[config.mk]
export PLATFORM = sky130hd
export DESIGN_NAME = multi_channel_fifo
export DESIGN_NICKNAME = d
export VERILOG_FILES = /design/src/rtl/multi_channel_fifo.sv
export SDC_FILE = /design/constraint.sdc
export NUM_CORES = 1
export LEC_CHECK = 0
export CAP_MARGIN = 30
export CORE_UTILIZATION = 60
export DETAILED_ROUTE_END_ITERATION = 7
export PLACE_DENSITY = 0.79
export RECOVER_POWER = 25
export SLEW_MARGIN = 0
export SYNTH_ARGS = -nofsm -noshare
export SYNTH_HDL_FRONTEND = slang
export SYNTH_SLANG_ARGS = --single-unit
[constraint.sdc]
create_clock -name clk -period 7.9 [get_ports clk]
set_clock_uncertainty 0.1 [all_clocks]
set_input_delay 1.58 -clock clk [delete_from_list [all_inputs] [get_ports clk]]
set_output_delay 1.58 -clock clk [all_outputs]
set_load 0.005 [all_outputs]
[src/rtl/multi_channel_fifo.sv]
// multi_channel_fifo: NUM_CHANNELS independent FIFO queues sharing one storage array
// Ports:
//   clk, reset                      clock; asynchronous active-high reset
//   flush_mask                      per-channel synchronous flush, overrides enqueue/dequeue
//   enqueue_en/enqueue_channel/value_i   shared write port with channel select
//   dequeue_en/dequeue_channel/value_o   shared show-ahead read port with channel select
//   full/almost_full/empty/almost_empty  per-channel status, count packed NW bits per channel
//   overflow/underflow              sticky error flags
// Define MULTI_CHANNEL_FIFO_ERROR_CHECK_EN to drop and flag illegal accesses; without it the
// flags are tied low and illegal accesses are caught by simulation assertions only.
module multi_channel_fifo #(
    parameter int WIDTH                  = 64,
    parameter int SIZE                   = 4,
    parameter int NUM_CHANNELS           = 4,
    parameter int ALMOST_FULL_THRESHOLD  = SIZE,
    parameter int ALMOST_EMPTY_THRESHOLD = 1,
    localparam int CW = NUM_CHANNELS > 1 ? $clog2(NUM_CHANNELS) : 1,
    localparam int NW = $clog2(SIZE + 1)
) (
    input  logic                       clk,
    input  logic                       reset,
    input  logic [NUM_CHANNELS-1:0]    flush_mask,
    input  logic                       enqueue_en,
    input  logic [CW-1:0]              enqueue_channel,
    input  logic [WIDTH-1:0]           value_i,
    input  logic                       dequeue_en,
    input  logic [CW-1:0]              dequeue_channel,
    output logic [WIDTH-1:0]           value_o,
    output logic [NUM_CHANNELS-1:0]    full,
    output logic [NUM_CHANNELS-1:0]    almost_full,
    output logic [NUM_CHANNELS-1:0]    empty,
    output logic [NUM_CHANNELS-1:0]    almost_empty,
    output logic [NUM_CHANNELS*NW-1:0] count,
    output logic                       overflow,
    output logic                       underflow
);
    localparam int AW = $clog2(SIZE);
    localparam int DW = $clog2(NUM_CHANNELS * SIZE);
    localparam logic [NW-1:0] FULL_CNT = NW'(SIZE);
    localparam logic [NW-1:0] AF_CNT = NW'(ALMOST_FULL_THRESHOLD);
    localparam logic [NW-1:0] AE_CNT = NW'(ALMOST_EMPTY_THRESHOLD);

    logic [WIDTH-1:0] mem_q [NUM_CHANNELS*SIZE];
    logic [AW-1:0] head_q [NUM_CHANNELS];
    logic [AW-1:0] head_d [NUM_CHANNELS];
    logic [AW-1:0] tail_q [NUM_CHANNELS];
    logic [AW-1:0] tail_d [NUM_CHANNELS];
    logic [NW-1:0] cnt_q [NUM_CHANNELS];
    logic [NW-1:0] cnt_d [NUM_CHANNELS];
    logic [NUM_CHANNELS-1:0] ovf_hit, udf_hit, do_enq, do_deq;

    // Depth need not be a power of two, so wrap by compare.
    function automatic logic [AW-1:0] ptr_inc(input logic [AW-1:0] p);
        return p == AW'(SIZE - 1) ? '0 : p + 1'b1;
    endfunction

    always_comb begin
        ovf_hit = '0;
        udf_hit = '0;
        do_enq = '0;
        do_deq = '0;
        for (int c = 0; c < NUM_CHANNELS; c++) begin
            // A flushed channel ignores its traffic, so it cannot misbehave that cycle.
            ovf_hit[c] = enqueue_en && enqueue_channel == CW'(c) && cnt_q[c] == FULL_CNT
                         && !(dequeue_en && dequeue_channel == CW'(c)) && !flush_mask[c];
            udf_hit[c] = dequeue_en && dequeue_channel == CW'(c) && cnt_q[c] == '0 && !flush_mask[c];
`ifdef MULTI_CHANNEL_FIFO_ERROR_CHECK_EN
            do_enq[c] = enqueue_en && enqueue_channel == CW'(c) && !flush_mask[c] && !ovf_hit[c];
            do_deq[c] = dequeue_en && dequeue_channel == CW'(c) && !flush_mask[c] && !udf_hit[c];
`else
            do_enq[c] = enqueue_en && enqueue_channel == CW'(c) && !flush_mask[c];
            do_deq[c] = dequeue_en && dequeue_channel == CW'(c) && !flush_mask[c];
`endif
            head_d[c] = flush_mask[c] ? '0 : do_deq[c] ? ptr_inc(head_q[c]) : head_q[c];
            tail_d[c] = flush_mask[c] ? '0 : do_enq[c] ? ptr_inc(tail_q[c]) : tail_q[c];
            cnt_d[c] = flush_mask[c] ? '0 : cnt_q[c] + NW'(do_enq[c]) - NW'(do_deq[c]);
        end
    end

    always_ff @(posedge clk or posedge reset) begin
        if (reset) begin
            for (int c = 0; c < NUM_CHANNELS; c++) begin
                head_q[c] <= '0;
                tail_q[c] <= '0;
                cnt_q[c] <= '0;
            end
        end else begin
            head_q <= head_d;
            tail_q <= tail_d;
            cnt_q <= cnt_d;
        end
    end

    always_ff @(posedge clk) begin
        for (int c = 0; c < NUM_CHANNELS; c++)
            if (do_enq[c]) mem_q[DW'(c * SIZE) + DW'(tail_q[c])] <= value_i;
    end

    always_comb begin
        value_o = '0;
        full = '0;
        almost_full = '0;
        empty = '0;
        almost_empty = '0;
        count = '0;
        for (int c = 0; c < NUM_CHANNELS; c++) begin
            full[c] = cnt_q[c] == FULL_CNT;
            almost_full[c] = cnt_q[c] >= AF_CNT;
            empty[c] = cnt_q[c] == '0;
            almost_empty[c] = cnt_q[c] <= AE_CNT;
            count[c*NW +: NW] = cnt_q[c];
            if (dequeue_channel == CW'(c)) value_o = mem_q[DW'(c * SIZE) + DW'(head_q[c])];
        end
    end

`ifdef MULTI_CHANNEL_FIFO_ERROR_CHECK_EN
    logic ovf_q, ovf_d, udf_q, udf_d;
    assign ovf_d = ovf_q | (|ovf_hit);
    assign udf_d = udf_q | (|udf_hit);
    always_ff @(posedge clk or posedge reset) begin
        if (reset) begin
            ovf_q <= 1'b0;
            udf_q <= 1'b0;
        end else begin
            ovf_q <= ovf_d;
            udf_q <= udf_d;
        end
    end
    assign overflow = ovf_q;
    assign underflow = udf_q;
`else
    assign overflow = 1'b0;
    assign underflow = 1'b0;
    a_no_overflow: assert property (@(posedge clk) disable iff (reset) ovf_hit == '0);
    a_no_underflow: assert property (@(posedge clk) disable iff (reset) udf_hit == '0);
`endif
endmodule

Yosys cells after proc, flatten, opt, wreduce, memory -nomap -nowiden
Memory sizes are Yosys's and may differ from the RTL's.
Index checks and enable logic that the tools add are counted.
- register bits: 28
- bits in writable memories: 1024
- bits of input ports: 76
- output and inout bits: 94
- logic and storage cells: 147
- memories: 1
- add/subtract/negate cells: 22
- $lt $le $gt $ge: 8
- eq/ne operators: 18
- multiplexer cells: 49
- reductions and logical operators: 37
- memories (name ; words ; bits a word ; read ports ; clocked after Yosys merged registers in ; wr ports ; RTL line ; RTL):
    mem_q ; 16 ; 64 ; 4 ; 0 ; 1 ; 43 ; logic [WIDTH-1:0] mem_q [NUM_CHANNELS*SIZE];
- operators by type and width (cell ; number):
    64-bit 2-to-1 mux ; 7
    64-bit OR reduction ; 3
    2-bit 2-to-1 mux ; 24
    2-bit == test (second input constant) ; 12
    2-bit by 1-bit adder with 2-bit output (second input constant) ; 8
    1-bit logical AND ; 16
    2-bit nonzero test ; 8
    3-bit by 1-bit adder with 3-bit output ; 4
    3-bit == test (second input constant) ; 4
    3-bit >= comparator (second input constant) ; 4
    3-bit by 1-bit less-or-equal comparator with 1-bit output (second input constant) ; 4
    3-bit zero test ; 4
    3-bit 2-to-1 mux ; 4
    4-bit 2-to-1 mux ; 3
    3-bit by 1-bit subtractor with 3-bit output ; 4
    1-bit 2-to-1 mux ; 11
    3-bit by 2-bit adder with 4-bit output (first input constant) ; 2
    3-bit by 3-bit adder with 4-bit output (first input constant) ; 2
    4-bit by 2-bit adder with 4-bit output (first input constant) ; 2
    2-bit by 1-bit == test with 1-bit output (second input constant) ; 2
    1-bit zero test ; 4
    2-bit zero test ; 2

Longest topological paths before layout
Gate-level depths: netlist of run 1.
- word-level depth: 9
- mapped depth: 11
- gate-level depth less buffers: 9

Worst setup path before layout of run 1
Ideal clock, no wire load.
- path kind: input to register
- start: in enqueue_en
- end: mem mem_q[10][0], enable pin
- arrival time: 6.887 ns
- required time: 7.235 ns
- path slack: 0.348 ns
- cell stages on the path: 5
- buffers on the path: 1
- cells stage by stage: clkbuf_1 nand4b_1 o22ai_1 a21oi_1 nor3_1
- cells in the longest elaborated chain, start to end: 8
- ends and longest elaborated chain (item ; RTL line ; RTL):
    start: declaration ; 23 ; input logic enqueue_en,
    1-bit logical AND (2 in series) ; 71 ; do_enq[c] = enqueue_en && enqueue_channel == CW'(c) && !flush_mask[c];
    1-bit 2-to-1 mux ; 96 ; if (do_enq[c]) mem_q[DW'(c * SIZE) + DW'(tail_q[c])] <= value_i;
    1-bit 2-to-1 mux (implied by the code) ; 96 ;
    64-bit OR reduction (no source line) ; - ;
    4-bit 2-to-1 mux (no source line) or 1-bit 2-to-1 mux (tied branches) (3 in series) ; - ;
    end: declaration ; 43 ;
Parallel ways exist; a longest one is shown, timed or not.

Worst setup path in the final report of run 1
- start: reg head_q[2] in the netlist's numbering
- end: out value_o[45]
- cells in the longest elaborated chain, start to end: 4
- ends and longest elaborated chain (item ; RTL line ; RTL):
    start: declaration ; 44 ; logic [AW-1:0] head_q [NUM_CHANNELS];
    start signal: indexed assignment ; 83 ; head_q[c] <= '0;
    start signal: assignment ; 88 ; head_q <= head_d;
    4-bit by 2-bit adder with 4-bit output ; 112 ; if (dequeue_channel == CW'(c)) value_o = mem_q[DW'(c * SIZE) + DW'(head_q[c])];
    memory 16 x 64 bit ; - ;
    64-bit 2-to-1 mux (2 in series) ; 112 ;
    end: declaration ; 28 ; output logic [WIDTH-1:0] value_o,
No other way between the ends.

==> impl_metrics.ini, run 1 <==
[sta]
clock.fmax_mhz = 176.7
fin_setup_tns_ns = 0
setup_viol = 0
period_needed_ns = 5.660
rsz0062_at_grt = false
relSlewSlack = 0.3060
slew_violations = 0
worstMarginPinSlew_ns = 1.041
fin_crit_sh = 0.7165
hold_viol_final = 0

[logic_synthesis]
synth_seq_cells = 1052
async_flop_share = 0.02662
synth_edf_count = 1024
yosysSeqAreaShare = 0.7822
ys_top_cells_by_count = edfxtp_1, mux4_2, clkbuf_1, nor2_1
synthTopCellsByArea = edfxtp_1, mux4_2, dfrtp_1, ha_1, buf_6
synth_area_mm2 = 0.04021
synth_top_cell_by_area = edfxtp_1
synth.distinct_cells = 30
syn_avg_cell_area_um2 = 24.98
yosys.cell_count.top_type = edfxtp_1
yosysTopAreaCellShare = 0.7647
synth_cells = 1610
synthFlopType = edfxtp_1
yosysWarnings = 0

[clock_network]
cts.sinks = 1052
postCtsHoldBufs = 0
clockRootBuffer = clkbuf_16
post_cts_resized = 0
cts.htree.levels = 3
tritoncts = yes
cts_buffers = 99
clockBufferDepth = 3
postCtsSetupBuffers = 0
insertion_delay_ns = 0.66
path_clk_slew_ns = 0.06

[route]
drc = 16
drtIter0Drc = 2395
vias = 19200
wire_per_inst_um = 35.86
ant_nets = 0
dr.pass1.iters = 7
via_per_inst = 6.863
routed_wirelength_um = 100300

[worst_hold_path]
hp-class = reg -> reg

[placed_design]
hpwl_um = 48420
place.gp.congestion = 0.7780
numPortBuffers = 167

[critical_path]
cp.depth = 4
max_stage_delay_ns = 0.97
cp_common_cell = mux4_2
worst_setup_path_start_kind = flip-flop
cp.arrival_ns = 3.98
critPathLaunch = head_q[2]$_DFFE_PP0P_
r2r-start = tail_q[6]$_DFFE_PP0P_
crit_buf_inv = 2
worst-path-max-fanout = 33
cp.required_ns = 6.22
end_kind = output port
timing.rr.end = mem_q[2][27]$_DFFE_PP_
slowest_stage = dfrtp_4
crit_chain = buf_4 > mux4_2 > mux4_2 > clkdlybuf4s50_1
endpoint = value_o[45]
worstSetupPathType = reg -> out
critPathTopFamily = buffers and inverters
rr_worst_depth = 5
ff2ff_setup_slack_ns = 4.99

[power]
p_switching_uw = 2383
total_power_uw = 11500
pwr-share-comb = 0.050
cellLeakagePower_uw = 0.01430
p_clk_frac = 0.410
p_per_area_mw_per_mm2 = 249.2
p_int_uw = 9116
vdd_drop_max_v = 0.0001471
swShare = 0.2072
seqPwrFrac = 0.541

[run]
maxCapViolCount = 0

[floorplanning]
start_util = 0.6094
coreArea_mm2 = 0.06598
die_w_um = 260.9
num_rows = 94
ios = 170
die_h_um = 260.9
design.die.area_mm2 = 0.06806

[global_routing]
grt_antenna_before_repair = 15
grt_max_degree = 51
grt_pass1_vias = 19980
gr-usage-all-layers = 0.3043
grt_pass1_wl_um = 142700
overflow = 0

[outcome]
status = complete, but fails checks
violations = DRC

[cells_and_area]
multi_input_area_mm2 = 0.008282
regArea_mm2 = 0.03148
syn2layout_area_growth_pct = 14.75
nFillCells = 3572
nets = 1942
layout-drive-gt1-share = 0.2790
logic make-up after synthesis:
| family | after synthesis | share of synthesized area |
|---|---|---|
| AOI/OAI and AO/OA | 12 | 0.001929 |
| xor gates and xnor gates | 8 | 0.001743 |
| adders and majority gates | 24 | 0.008215 |
| buffers and inverters | 103 | 0.01397 |
| DFF | 1052 | 0.7822 |
| muxes | 331 | 0.1820 |
| other | 1 | 0.00009326 |
| and+or+nand+nor | 79 | 0.009926 |
cells in the final DEF, fill, tap and decap left out, types with 3 or more instances in the layout:
master / count
ha_1: 20
clkbuf_1: 21
clkbuf_8: 5
dfrtp_1: 20
nand2_1: 3
clkinv_1: 21
nand3_1: 3
dlygate4sd3_1: 36
clkinv_2: 21
xor2_1: 3
inv_1: 17
nor3_1: 12
buf_4: 50
edfxtp_1: 1024
nand3b_1: 3
inv_6: 4
nor2b_1: 5
clkbuf_16: 101
clkdlybuf4s50_1: 129
xnor2_1: 5
fa_1: 4
dfrtp_4: 8
nor2_1: 29
mux4_2: 320
mux2i_1: 11
a21oi_1: 6
nor3_2: 16
diode_2: 9
bufinv_16: 8
cell type report:
cell class / instances / area share
diodes: 9 / 0.0004881
clock buffers: 126 / 0.05790
clock inverters: 58 / 0.01101
inverters: 17 / 0.001383
multi-input cells: 456 / 0.1795
flip-flops and latches: 1052 / 0.6823
well taps: 864 / 0.02343
repair buffers: 216 / 0.04401
worst register-to-register path: cells and delay by family, from the launching register on:
kind | cells | cell delay (ns)
AO/OA/AOI/OAI | 1 | 0.32
AND/OR/NAND/NOR | 1 | 0.30
buffers and inverters | 2 | 1.13
flip-flops | 1 | 0.43
multiplexers | 1 | 0.20
layer usage:
layer	track usage	vias to the layer above	share of wire
met3	0.06439	234	0.096
met5	0	-	0.0013
met2	0.5153	1231	0.52
met1	0.3963	10300	0.35
met4	0.1041	18	0.030
li1	-	7416	-
stage by stage:
step                  util  worst slack, ns  cell area (um^2)  instances  hold slack, ns
floorplan                -           0.3481             40210       1611          0.4039
global placement    0.6506            2.288             42930       2603          0.4458
detailed placement  0.6510            2.287             42950       2604          0.4618
CTS                 0.6992            2.124             46130       2788          0.4779
global route        0.6991            2.073             46130       2793          0.5017
finish              0.6993            2.240             46140       2798          0.4842
state kept, by name, indices dropped and copies added (netlist names):
name and cells:
head_q 8, tail_q 8, count 12, mem_q 1024
power by group through the flow:
stage | registers [uW] | clock network [uW] | logic (uW)
2_1_floorplan | 6310 | 0 | 292
3_3_place_gp | 6330 | 0 | 548
3_5_place_dp | 6330 | 0 | 567
4_1_cts | 6220 | 4750 | 578
5_1_grt | 6220 | 4940 | 600
6_report | 6220 | 4710 | 572
how the worst min path moves through the flow:
stage                                 end  cells after the start             startpoint
floorplan           tail_q[5]$_DFFE_PP0P_                      2  tail_q[5]$_DFFE_PP0P_
global placement    tail_q[7]$_DFFE_PP0P_                      2  tail_q[7]$_DFFE_PP0P_
detailed placement  tail_q[3]$_DFFE_PP0P_                      2  tail_q[3]$_DFFE_PP0P_
CTS                 tail_q[5]$_DFFE_PP0P_                      2  tail_q[5]$_DFFE_PP0P_
global route        tail_q[3]$_DFFE_PP0P_                      2  tail_q[3]$_DFFE_PP0P_
finish              tail_q[5]$_DFFE_PP0P_                      2  tail_q[5]$_DFFE_PP0P_
Note: power is estimated with default switching activity, not from simulation.
==> run 2, diff against run 1 <==
--- a/config.mk
+++ b/config.mk
@@ -6,9 +6,9 @@
 export NUM_CORES = 1
 export LEC_CHECK = 0
 export CAP_MARGIN = 30
-export CORE_UTILIZATION = 60
+export CORE_UTILIZATION = 54
 export DETAILED_ROUTE_END_ITERATION = 7
-export PLACE_DENSITY = 0.79
+export PLACE_DENSITY = 0.75
 export RECOVER_POWER = 25
 export SLEW_MARGIN = 0
 export SYNTH_ARGS = -nofsm -noshare
==> constraint.sdc (replaced) <==
create_clock -name clk -period 4.85 [get_ports clk]
set_clock_uncertainty 0.1 [all_clocks]
set_input_delay 0.97 -clock clk [delete_from_list [all_inputs] [get_ports clk]]
set_output_delay 0.97 -clock clk [all_outputs]
set_load 0.005 [all_outputs]
==> impl_metrics.ini, run 2 (synthesis gave the netlist of run 1 again) <==
[route]
top_layer_used = met5
ant_nets = 0
via_per_inst = 6.298
drtIter0Drc = 1872
wire_per_inst_um = 30.54
dr.pass1.iters = 8
wl_met1_um = 33080
met3WireLength_um = 6320
vias = 18310
routed_wirelength_um = 88770
wl_met2_um = 47320
drc = 22

[cells_and_area]
nFillCells = 4623
largest_register_ffs = 1024
layout_common_cells = edfxtp_1, mux4_2, clkdlybuf4s50_1
layout_commonest_cell = edfxtp_1
layout-drive-gt1-share = 0.2841
regArea_mm2 = 0.03148
multi_input_area_mm2 = 0.008389
syn2layout_area_growth_pct = 16.40
instances_no_fill = 2907
nets = 1959

[sta]
setup_viol = 0
rsz0062_at_grt = false
period_needed_ns = 4.628
fin_crit_sh = 0.9542
hold_viol_final = 0
slew_violations = 0
relSlewSlack = 0.3448
hold-worst-slack_ns = 0.4549
clock.fmax_mhz = 216.1
worstMarginPinSlew_ns = 0.9829

[clock_network]
cts_buffers = 101
cts.htree.levels = 3
postCtsHoldBufs = 0
clockBufferDepth = 3
insertion_delay_ns = 0.66
post_cts_resized = 0
path_clk_slew_ns = 0.06
postCtsSetupBuffers = 0
clockRootBuffer = clkbuf_16
cts.sinks = 1052
tritoncts = yes

[critical_path]
cp.required_ns = 3.78
end_kind = output port
worst-path-max-fanout = 32
rr_worst_depth = 4
r2r-start = tail_q[4]$_DFFE_PP0P_
cp.arrival_ns = 3.56
timing.rr.end = mem_q[4][30]$_DFFE_PP_
worstSetupPathType = reg -> out
worst_setup_path_start_kind = flip-flop
ff2ff_setup_slack_ns = 2.46

[floorplanning]
die_w_um = 274.9
design.die.area_mm2 = 0.07556
coreArea_mm2 = 0.07333
die_h_um = 274.9
ios = 170
num_rows = 99
start_util = 0.5483

[power]
p_int_uw = 14910
pwr-share-comb = 0.051
p_switching_uw = 3803
seqPwrFrac = 0.541
p_clk_frac = 0.409
cellLeakagePower_uw = 0.01453
p_per_area_mw_per_mm2 = 399.8
swShare = 0.2032
vdd_drop_max_v = 0.0002945
total_power_uw = 18710

[worst_hold_path]
hold_depth = 2
hold_end = tail_q[3]$_DFFE_PP0P_
worstHoldStart = tail_q[3]$_DFFE_PP0P_
hp-class = reg -> reg

[outcome]
violations = DRC
status = complete, but fails checks

[placed_design]
hpwl_um = 47420
place.gp.congestion = 0.7679
placed_cells = 2715
numPortBuffers = 167

[global_routing]
gr-usage-all-layers = 0.2439
grt_max_degree = 65
grt_antenna_before_repair = 13
grt_pass1_vias = 19400
overflow = 0
grt_pass1_wl_um = 130700

[run]
maxCapViolCount = 0
==> run 2: cell count changes in the layout (fill, tap and decap cells not counted), moves of 3 or more <==
cell,previous run,this run
nor3_4,0,16
diode_2,9,5
nor3_2,16,0
buf_4,50,42
clkbuf_1,21,27
buf_12,0,22
clkbuf_8,5,2
==> run 2: stage by stage <==
step	instance area (um^2)	setup TNS, ns	setup WS [ns]	utilization
after floorplan	40290	-265.12	-0.2876	-
after global placement	43550	0	0.8318	0.5939
after detailed placement	43570	0	0.7795	0.5941
after CTS	46800	0	0.1532	0.6383
after global routing	46800	0	0.1125	0.6382
final	46800	0	0.2220	0.6383
==> run 2: layout make-up <==
cell class              instances  area share
clock inverters                56     0.01141
multi-input cells             456      0.1792
clock buffers                 131     0.05774
inverters                      17    0.001363
well taps                     959     0.02564
flip-flops and latches       1052      0.6726
repair buffers                231     0.05175
diodes                          5   0.0002673
==> run 2: worst max path at each step <==
stage	start	to	cells past startpoint
final	head_q[2]$_DFFE_PP0P_	value_o[6]	4
after global routing	head_q[2]$_DFFE_PP0P_	value_o[20]	4
after CTS	head_q[2]$_DFFE_PP0P_	value_o[3]	4
after detailed placement	dequeue_channel[0]	value_o[9]	4
after global placement	dequeue_channel[0]	value_o[4]	4
after floorplan	enqueue_en	mem_q[0][0]$_DFFE_PP_	5
==> run 2: power by group through the flow <==
stage	combinational (uW)	clock, uW	sequential [uW]
final	945	7650	10100
after global routing	1010	8100	10100
after CTS	967	7760	10100
after detailed placement	956	0	10300
after global placement	927	0	10300
after floorplan	479	0	10300
==> run 2: routing by layer <==
layer / global-route usage / up-vias
met1: 0.3153 / 9859
met4: 0.07517 / 12
met5: 0 / -
met2: 0.4252 / 858
met3: 0.04277 / 128
li1: - / 7451
==> run 2: critical path, stage by stage, from the launching register on <==
cell and delay (ns):
dfrtp_4 0.95, buf_4 0.34, mux4_2 0.60, mux4_2 0.49, clkdlybuf4s50_1 0.48
==> run 3, diff against run 2 <==
--- a/config.mk
+++ b/config.mk
@@ -6,9 +6,8 @@
 export NUM_CORES = 1
 export LEC_CHECK = 0
 export CAP_MARGIN = 30
-export CORE_UTILIZATION = 54
+export CORE_UTILIZATION = 25
 export DETAILED_ROUTE_END_ITERATION = 7
-export PLACE_DENSITY = 0.75
 export RECOVER_POWER = 25
 export SLEW_MARGIN = 0
 export SYNTH_ARGS = -nofsm -noshare
==> impl_metrics.ini, run 3 (synthesis gave the netlist of run 1 again) <==
[cells_and_area]
syn2layout_area_growth_pct = 21.38
largest_register_ffs = 1024
fin_util = 0.3068
layout_common_cells = edfxtp_1, mux4_2, clkdlybuf4s50_1
nets = 1971
layout-drive-gt1-share = 0.2892
layout_commonest_cell = edfxtp_1

[placed_design]
hpwl_um = 57800
place.gp.congestion = 0.7167
numPortBuffers = 167
dp_slack_ns = 0.6703

[route]
vias = 18060
drtIter0Drc = 1510
wl_met2_um = 53700
via_per_inst = 4.395
drc = 0
met3WireLength_um = 5450
wire_per_inst_um = 24.79
top_layer_used = met5
routed_wirelength_um = 101800
wl_met1_um = 39990
ant_nets = 0
dr.pass1.iters = 5

[clock_network]
cts_buffers = 108
cts.htree.levels = 3
postCtsHoldBufs = 0
tritoncts = yes
cts.sinks = 1052
clockRootBuffer = clkbuf_16
postCtsSetupBuffers = 0
path_clk_slew_ns = 0.06
insertion_delay_ns = 0.75
post_cts_resized = 0
clockBufferDepth = 3

[power]
p_clk_frac = 0.423
p_int_uw = 15150
vdd_drop_max_v = 0.0002941
p_per_area_mw_per_mm2 = 394.2
p_switching_uw = 4088
seqPwrFrac = 0.526
pwr-share-comb = 0.051
cellLeakagePower_uw = 0.01471
swShare = 0.2124

[global_routing]
grt_pass1_wl_um = 145100
grt_max_degree = 67
gr-usage-all-layers = 0.1265
overflow = 0
grt_antenna_before_repair = 15
grt_pass1_vias = 19610

[critical_path]
end_kind = output port
cp.arrival_ns = 3.55
slowest_stage = dfrtp_4
crit_chain = buf_4 > mux4_2 > mux4_2 > clkdlybuf4s50_1
worstSetupPathType = reg -> out
cp_common_cell = mux4_2
worst-path-max-fanout = 19
worst_setup_path_start_kind = flip-flop
max_stage_delay_ns = 0.80
cp.required_ns = 3.78

[floorplanning]
die_h_um = 403.0
num_rows = 146
coreArea_mm2 = 0.1591
die_w_um = 403.0
start_util = 0.2527
ios = 170
design.die.area_mm2 = 0.1624

[sta]
hold_viol_final = 0
clock.fmax_mhz = 216.3
hold-worst-slack_ns = 0.4517
fin_crit_sh = 0.9533
relSlewSlack = 0.1056
slew_violations = 0
setup_viol = 0
timing.final.ws_setup_ns = 0.2267
worstMarginPinSlew_ns = 1.342
rsz0062_at_grt = false
period_needed_ns = 4.623

[run]
maxCapViolCount = 0

[worst_hold_path]
hp-class = reg -> reg

[outcome]
status = completed
==> run 3: cell types whose count changed in the layout (fill, tap and decap cells not counted), moves of 4 or more <==
cell,previous run,this run
clkinv_2,21,15
clkinv_4,1,7
clkbuf_1,27,22
dlygate4sd3_1,38,42
clkbuf_16,103,108
clkdlybuf4s50_1,127,123
buf_12,22,40
clkinv_1,20,24
clkinvlp_4,1,5
buf_4,42,28
==> run 3: area by class of cell <==
class	count	area (um^2)
antenna	5	12.51
inverter	17	63.81
sequential	1052	31480
timing repair buffer	236	2689
clock buffer	129	2781
fill	15060	110300
clock inverter	67	710.7
multi-input combinational	456	8386
tap	2146	2685
==> run 3: path summary, 6_finish.rpt <==
check | from | endpoint | slack (ns) | cells past startpoint
min in group asynchronous | reset | count[10]$_DFF_PP0_ | 0.49 | 2
worst max-delay path | head_q[0]$_DFFE_PP0P_ | value_o[7] | 0.23 | 4
worst min register to register | tail_q[5]$_DFFE_PP0P_ | tail_q[5]$_DFFE_PP0P_ | 0.45 | 2
max in group asynchronous | reset | head_q[2]$_DFFE_PP0P_ | 2.47 | 3
worst max register to register | tail_q[0]$_DFFE_PP0P_ | mem_q[11][8]$_DFFE_PP_ | 2.37 | 4
worst min-delay path | tail_q[5]$_DFFE_PP0P_ | tail_q[5]$_DFFE_PP0P_ | 0.45 | 2
==> run 3: metrics by stage <==
step	total power [uW]	setup TNS, ns	cells	area [um^2]
finish	19240	0	4108	48810
global route	19860	0	4105	48800
CTS	19490	0	4102	48810
detailed placement	11330	0	3906	45320
global placement	11290	0	3905	45290
floorplan	10760	-265.12	1611	40290
==> run 3: power by group through the flow <==
stage	logic, uW	clock network [uW]	registers [uW]
2_1_floorplan	479	0	10300
3_3_place_gp	991	0	10300
3_5_place_dp	1020	0	10300
4_1_cts	1020	8350	10100
5_1_grt	1060	8680	10100
6_report	986	8140	10100
==> run 3: critical path, delay by kind of cell (launching register included) <==
kind | cells | cell delay (ns)
multiplexers | 2 | 1.09
buffers and inverters | 2 | 0.90
flip-flops | 1 | 0.80
==> run 3: metal layers <==
layer,vias up,global-route usage
met5,-,0
met4,12,0.04276
met3,164,0.02645
met2,539,0.2237
met1,9872,0.1523
li1,7468,-
